<file path="src/rtl/arb_pkg.sv">
// Shared constants for the clk_arb arbiter and its downstream slave-side stages.
package arb_pkg;

  localparam int unsigned DATA_W = 32;

  localparam logic SEL_T0 = 1'b0;
  localparam logic SEL_T1 = 1'b1;

endpackage

</file>
<file path="src/rtl/arb_sync_fifo.sv">
// Single-clock show-ahead FIFO with wrap-bit pointers; one instance per demux target.
module arb_sync_fifo #(
  parameter int unsigned DATA_W = 32,
  parameter int unsigned DEPTH  = 4
) (
  input  logic                       clk_arb,
  input  logic                       rst_n,
  input  logic                       push,
  input  logic                       pop,
  input  logic [DATA_W-1:0]          data,
  output logic [DATA_W-1:0]          head,
  output logic                       full,
  output logic                       empty,
  output logic [$clog2(DEPTH):0]     level
);

  localparam int unsigned ADDR_W = $clog2(DEPTH);
  localparam int unsigned PTR_W  = ADDR_W + 1;

  logic [DATA_W-1:0] mem [DEPTH];
  logic [PTR_W-1:0]  wr_ptr;
  logic [PTR_W-1:0]  rd_ptr;
  logic              do_push;
  logic              do_pop;

  // Full when the pointers alias the same slot but sit on different laps.
  assign full    = (wr_ptr[ADDR_W] != rd_ptr[ADDR_W]) &&
                   (wr_ptr[ADDR_W-1:0] == rd_ptr[ADDR_W-1:0]);
  assign empty   = (wr_ptr == rd_ptr);
  assign level   = wr_ptr - rd_ptr;
  assign do_push = push & ~full;
  assign do_pop  = pop & ~empty;
  assign head    = mem[rd_ptr[ADDR_W-1:0]];

  always_ff @(posedge clk_arb or negedge rst_n) begin
    if (!rst_n) begin
      wr_ptr <= '0;
      rd_ptr <= '0;
    end else begin
      if (do_push) wr_ptr <= wr_ptr + PTR_W'(1);
      if (do_pop)  rd_ptr <= rd_ptr + PTR_W'(1);
    end
  end

  // Storage carries no reset; contents are don't-care while empty.
  always_ff @(posedge clk_arb) begin
    if (do_push) mem[wr_ptr[ADDR_W-1:0]] <= data;
  end

endmodule

</file>
<file path="src/rtl/arb_slave_demux.sv">
// Slave-side demux for the clk_arb arbiter: routes each accepted word to one of two target FIFOs.
// Optional per-target accepted-word counters are built when ARB_DEMUX_STATS_EN is defined.
module arb_slave_demux #(
  parameter int unsigned DATA_W = arb_pkg::DATA_W,
  parameter int unsigned DEPTH  = 4,
  parameter int unsigned CNT_W  = 16
) (
  input  logic                   clk_arb,
  input  logic                   rst_n,
  input  logic                   s_req,
  input  logic [DATA_W-1:0]      s_data,
  input  logic                   s_sel,
  output logic                   s_ack,
  output logic                   out0_valid,
  output logic [DATA_W-1:0]      out0_data,
  input  logic                   out0_ready,
  output logic                   out1_valid,
  output logic [DATA_W-1:0]      out1_data,
  input  logic                   out1_ready,
  output logic [$clog2(DEPTH):0] lvl0,
  output logic [$clog2(DEPTH):0] lvl1
`ifdef ARB_DEMUX_STATS_EN
  ,
  output logic [CNT_W-1:0]       cnt0,
  output logic [CNT_W-1:0]       cnt1
`endif
);

  import arb_pkg::*;

  if (DEPTH < 2 || (DEPTH & (DEPTH - 1)) != 0) begin : g_bad_depth
    $error("arb_slave_demux: DEPTH must be a power of two >= 2");
  end
  if (CNT_W < 1) begin : g_bad_cnt_w
    $error("arb_slave_demux: CNT_W must be at least 1");
  end

  logic full0, full1;
  logic empty0, empty1;
  logic push0, push1;
  logic pop0, pop1;
  logic accept_c;

  // The pending s_ack masks capture so a request still high during the ack cycle is not written twice.
  always_comb begin
    accept_c = 1'b0;
    if (s_req && !s_ack) begin
      accept_c = (s_sel == SEL_T1) ? ~full1 : ~full0;
    end
  end

  assign push0 = accept_c & (s_sel == SEL_T0);
  assign push1 = accept_c & (s_sel == SEL_T1);
  assign pop0  = out0_ready & ~empty0;
  assign pop1  = out1_ready & ~empty1;

  assign out0_valid = ~empty0;
  assign out1_valid = ~empty1;

  always_ff @(posedge clk_arb or negedge rst_n) begin
    if (!rst_n) s_ack <= 1'b0;
    else        s_ack <= accept_c;
  end

  arb_sync_fifo #(.DATA_W(DATA_W), .DEPTH(DEPTH)) u_fifo0 (
    .clk_arb (clk_arb),
    .rst_n   (rst_n),
    .push    (push0),
    .pop     (pop0),
    .data    (s_data),
    .head    (out0_data),
    .full    (full0),
    .empty   (empty0),
    .level   (lvl0)
  );

  arb_sync_fifo #(.DATA_W(DATA_W), .DEPTH(DEPTH)) u_fifo1 (
    .clk_arb (clk_arb),
    .rst_n   (rst_n),
    .push    (push1),
    .pop     (pop1),
    .data    (s_data),
    .head    (out1_data),
    .full    (full1),
    .empty   (empty1),
    .level   (lvl1)
  );

`ifdef ARB_DEMUX_STATS_EN
  // Saturating accepted-word counters; they stick at all-ones instead of wrapping.
  always_ff @(posedge clk_arb or negedge rst_n) begin
    if (!rst_n) begin
      cnt0 <= '0;
      cnt1 <= '0;
    end else begin
      if (push0 && (cnt0 != '1)) cnt0 <= cnt0 + CNT_W'(1);
      if (push1 && (cnt1 != '1)) cnt1 <= cnt1 + CNT_W'(1);
    end
  end
`endif

endmodule

</file>
<file path="config.mk">
export PLATFORM = sky130hd
export DESIGN_NAME = arb_slave_demux
export DESIGN_NICKNAME = d
export VERILOG_FILES = /design/src/rtl/arb_pkg.sv /design/src/rtl/arb_sync_fifo.sv /design/src/rtl/arb_slave_demux.sv
export SDC_FILE = /design/constraint.sdc
export NUM_CORES = 1
export LEC_CHECK = 0
export CORE_MARGIN = 5
export CORE_UTILIZATION = 50
export CTS_CLUSTER_DIAMETER = 150
export DETAILED_ROUTE_END_ITERATION = 10
export DONT_BUFFER_PORTS = 1
export GPL_TIMING_DRIVEN = 0
export HOLD_SLACK_MARGIN = 0.1
export PLACE_DENSITY = 0.67
export SETUP_SLACK_MARGIN = 0.3
export SYNTH_ARGS = -nofsm -noshare
export SYNTH_HDL_FRONTEND = slang
export SYNTH_SLANG_ARGS = --single-unit
</file>
<file path="constraint.sdc">
create_clock -name clk_arb -period 3.8 [get_ports clk_arb]
set_input_delay 0.76 -clock clk_arb [delete_from_list [all_inputs] [get_ports clk_arb]]
set_output_delay 0.76 -clock clk_arb [all_outputs]
set_load 0.01 [all_outputs]
</file>
==> results.toml <==
[run_status]
status = "finished, final reports clean"

[place]
dp_slack_ps = 406
hpwl_mm = 12.2
portBuffers = 0
dp.cells = 706
gp_congestion = 0.730

[timing]
setup_slack_ps = 606
slew_headroom_pct = 47.7
period_minus_slack_ps = 3190
fin_crit_sh_pct = 84.0
slew_violations = 0
totalNegativeSetupSlack_ps = 0
setup_viol_count_final = 0
hold_ws_ps = 330
finClkSkew_ps = 10.3
hold_viol = 0
grt_setup_unrepaired = "no"
worstMarginPinSlew_ps = 783
fmax_mhz = 313

[min_path]
min_from = "s_data[29]"
hold_path.class = "in -> reg"
min_delay_worst_endpoint = "u_fifo1.mem[0][29]$_DFFE_PP_"
whs_path_depth = 0

[power]
power_density_mw_per_mm2 = 752
vdd_drop_max_mv = 0.488
power_frac_seq_pct = 43.1
p_sw_uw = 2620
power_frac_clock_pct = 28.0
p_leak_uw = 0.00377
cell_internal_pwr_uw = 6090
power_frac_comb_pct = 28.9
switching_share_pct = 30.0
power_uw = 8710

[worst_setup_path]
crit_arrival_ps = 2430
startpoint = "u_fifo1.rd_ptr[1]$_DFFE_PN0P_"
worst_path_largest_cell_delay_ps = 410
endpoint_kind = "output port"
worstPathCellList = "buf_2 > clkbuf_2 > inv_1 > ha_1 > and2_1 > nand2_1"
worst_ep_required_time_ps = 3040
start_kind = "flop"
worstSetupPathType = "reg -> out"
r2r-start = "u_fifo1.rd_ptr[1]$_DFFE_PN0P_"
reg2reg_slack_ps = 670
crit_slowest_cell = "dfrtp_1"
reg2reg_depth = 8
timing.rr.end = "u_fifo1.mem[2][4]$_DFFE_PP_"
critical_path.max_fanout = 10

[synth]
yosysTopAreaCell = "edfxtp_1"
synth_edf_count = 256
avgSynthCellArea_um2 = 23.8
ys_seq_area_share_pct = 78.8
synth_nets = 482
synthTopCellsByArea = "edfxtp_1 76%, mux4_2 14%, dfrtp_1 3.2%"
yosysWarnings = 0
ys_ff_latch = 269
synth-main-ff-cell = "edfxtp_1"
synth.top_cell.area_share_pct = 75.6
async_reset_ff_share_pct = 4.83
ys_types = 35
syn_inst = 428
synth_area_mm2 = 0.0102

[die]
rows = 52
core_mm2 = 0.0201
dieArea_mm2 = 0.0233
die_y_um = 153
initial_core_util_pct = 50.6
io_pins = 111
die_w_um = 153

[clock_network]
cts_sinks = 269
tritoncts = "yes"
htreeDepth = 1
post_cts_buffers = 0
clock_latency_ps = 520
clockRootBuffer = "clkbuf_16"
cts_buffers = 27
clkTransAtPathRegs_ps = 60
clk_path_buf_depth = 3

[global_route]
use_met2_pct = 27.2
grt_pass1_vias = 4686
antenna_found_initial = 0
gr-usage-met1_pct = 20.5
busiest_layer = "met2"
gr-total-overflow = 0
track_usage_pct = 16.2
grt_pass1_wl_mm = 28.7
grt_start_max_net_pins = 19
met3_usage_pct = 5.60

[cells_and_area]
synthToLayoutAreaGrowth_pct = 14.0
mostFrequentLayoutCells = "256 x edfxtp_1, 64 x mux4_2, 27 x clkbuf_16"
layout.nets = 520
drive_gt1_share_pct = 27.8
n_antenna_cell = 0
mostFrequentLayoutCell = "edfxtp_1"
final_cells = 755

[routing]
vias = 4239
dr.first_iter.drc_count = 266
ant_nets = 0
finalWirelength_mm = 18.6
routedWlPerCell_um = 24.6
dr.pass1.iters = 4
vias_per_cell = 5.61
drc = 0

[flow_run]
timing.max_cap.violations = 0
-- through the flow --
| step | utilization (%) | instance area (µm²) |
|---|---|---|
| 2_1_floorplan | - | 10200 |
| 3_3_place_gp | 52.3 | 10500 |
| 3_5_place_dp | 53.5 | 10800 |
| 4_1_cts | 57.6 | 11600 |
| 5_1_grt | 57.6 | 11600 |
| 6_report | 57.6 | 11600 |
-- worst max-delay path: cells and delay by family, from the launching register on --
kind	cells	cell delay (ps)
buffers and inverters	3	740
AND/OR/NAND/NOR	2	450
flip-flops	1	410
adder cells (fa/ha/maj)	1	320
-- cell families after synthesis --
family / share of synthesized area, %
flip-flops: 78.8
multiplexers: 14.9
buffers and inverters: 1.30
AND/OR/NAND/NOR: 1.44
adder cells (fa/ha/maj): 2.12
XOR/XNOR: 0.923
AO/OA/AOI/OAI: 0.554
-- state kept, by name (all words and copies together) (netlist names) --
register        flops
s_ack               1
u_fifo0.mem       128
u_fifo0.rd_ptr      3
u_fifo0.wr_ptr      3
u_fifo1.mem       128
u_fifo1.rd_ptr      3
u_fifo1.wr_ptr      3
-- how the worst max path moves through the flow --
stage	to	slack, ps	depth (start not counted)
finish	out1_valid	610	6
global route	out1_valid	490	6
CTS	out1_valid	300	6
detailed placement	u_fifo1.mem[0][8]$_DFFE_PP_	410	8
global placement	u_fifo1.mem[3][12]$_DFFE_PP_	-1650	6
floorplan	u_fifo1.mem[3][0]$_DFFE_PP_	320	6
-- cell usage after synthesis, types with 2 or more instances --
| cell type | instances |
|---|---|
| edfxtp_1 | 256 |
| fa_1 | 2 |
| dfrtp_1 | 13 |
| nand2_1 | 9 |
| or3_1 | 2 |
| buf_2 | 4 |
| xnor2_1 | 7 |
| mux4_2 | 64 |
| and2_1 | 7 |
| mux2i_1 | 2 |
| buf_1 | 2 |
| clkbuf_1 | 4 |
| buf_4 | 6 |
| nand3_1 | 2 |
| ha_1 | 14 |
| inv_1 | 12 |
| mux2_1 | 2 |
| nor2_1 | 3 |
-- layer usage --
metal	wire length [µm]	vias to the layer above
met2	9330	126
li1	-	1853
met1	7320	2232
met3	1580	28
met4	365	0
met5	0	-
-- area by class of cell --
cell class	count	area (µm²)
Multi-Input combinational cell	131	2050
Buffer	16	88.8
Clock buffer	37	743
Fill cell	1435	8510
Tap cell	270	338
Inverter	12	45.0
Timing Repair Buffer	9	230
Sequential cell	269	8010
Clock inverter	11	83.8
-- what timing repair did --
item                                    4_1_cts  5_1_grt
hold endpoints to repair                     13        0
endpoints found under the setup margin        0       52
hold buffers                                  1        0
resized for setup                             0        1
-- power by group through the flow --
stage / Combinational [µW] / Sequential (µW) / Clock (µW)
after floorplan: 1890 / 3780 / 0
after global placement: 2420 / 3810 / 0
after detailed placement: 2590 / 3820 / 0
after CTS: 2610 / 3750 / 2500
after global routing: 2750 / 3780 / 2640
final: 2510 / 3750 / 2440
(Power assumes the default switching activity.)
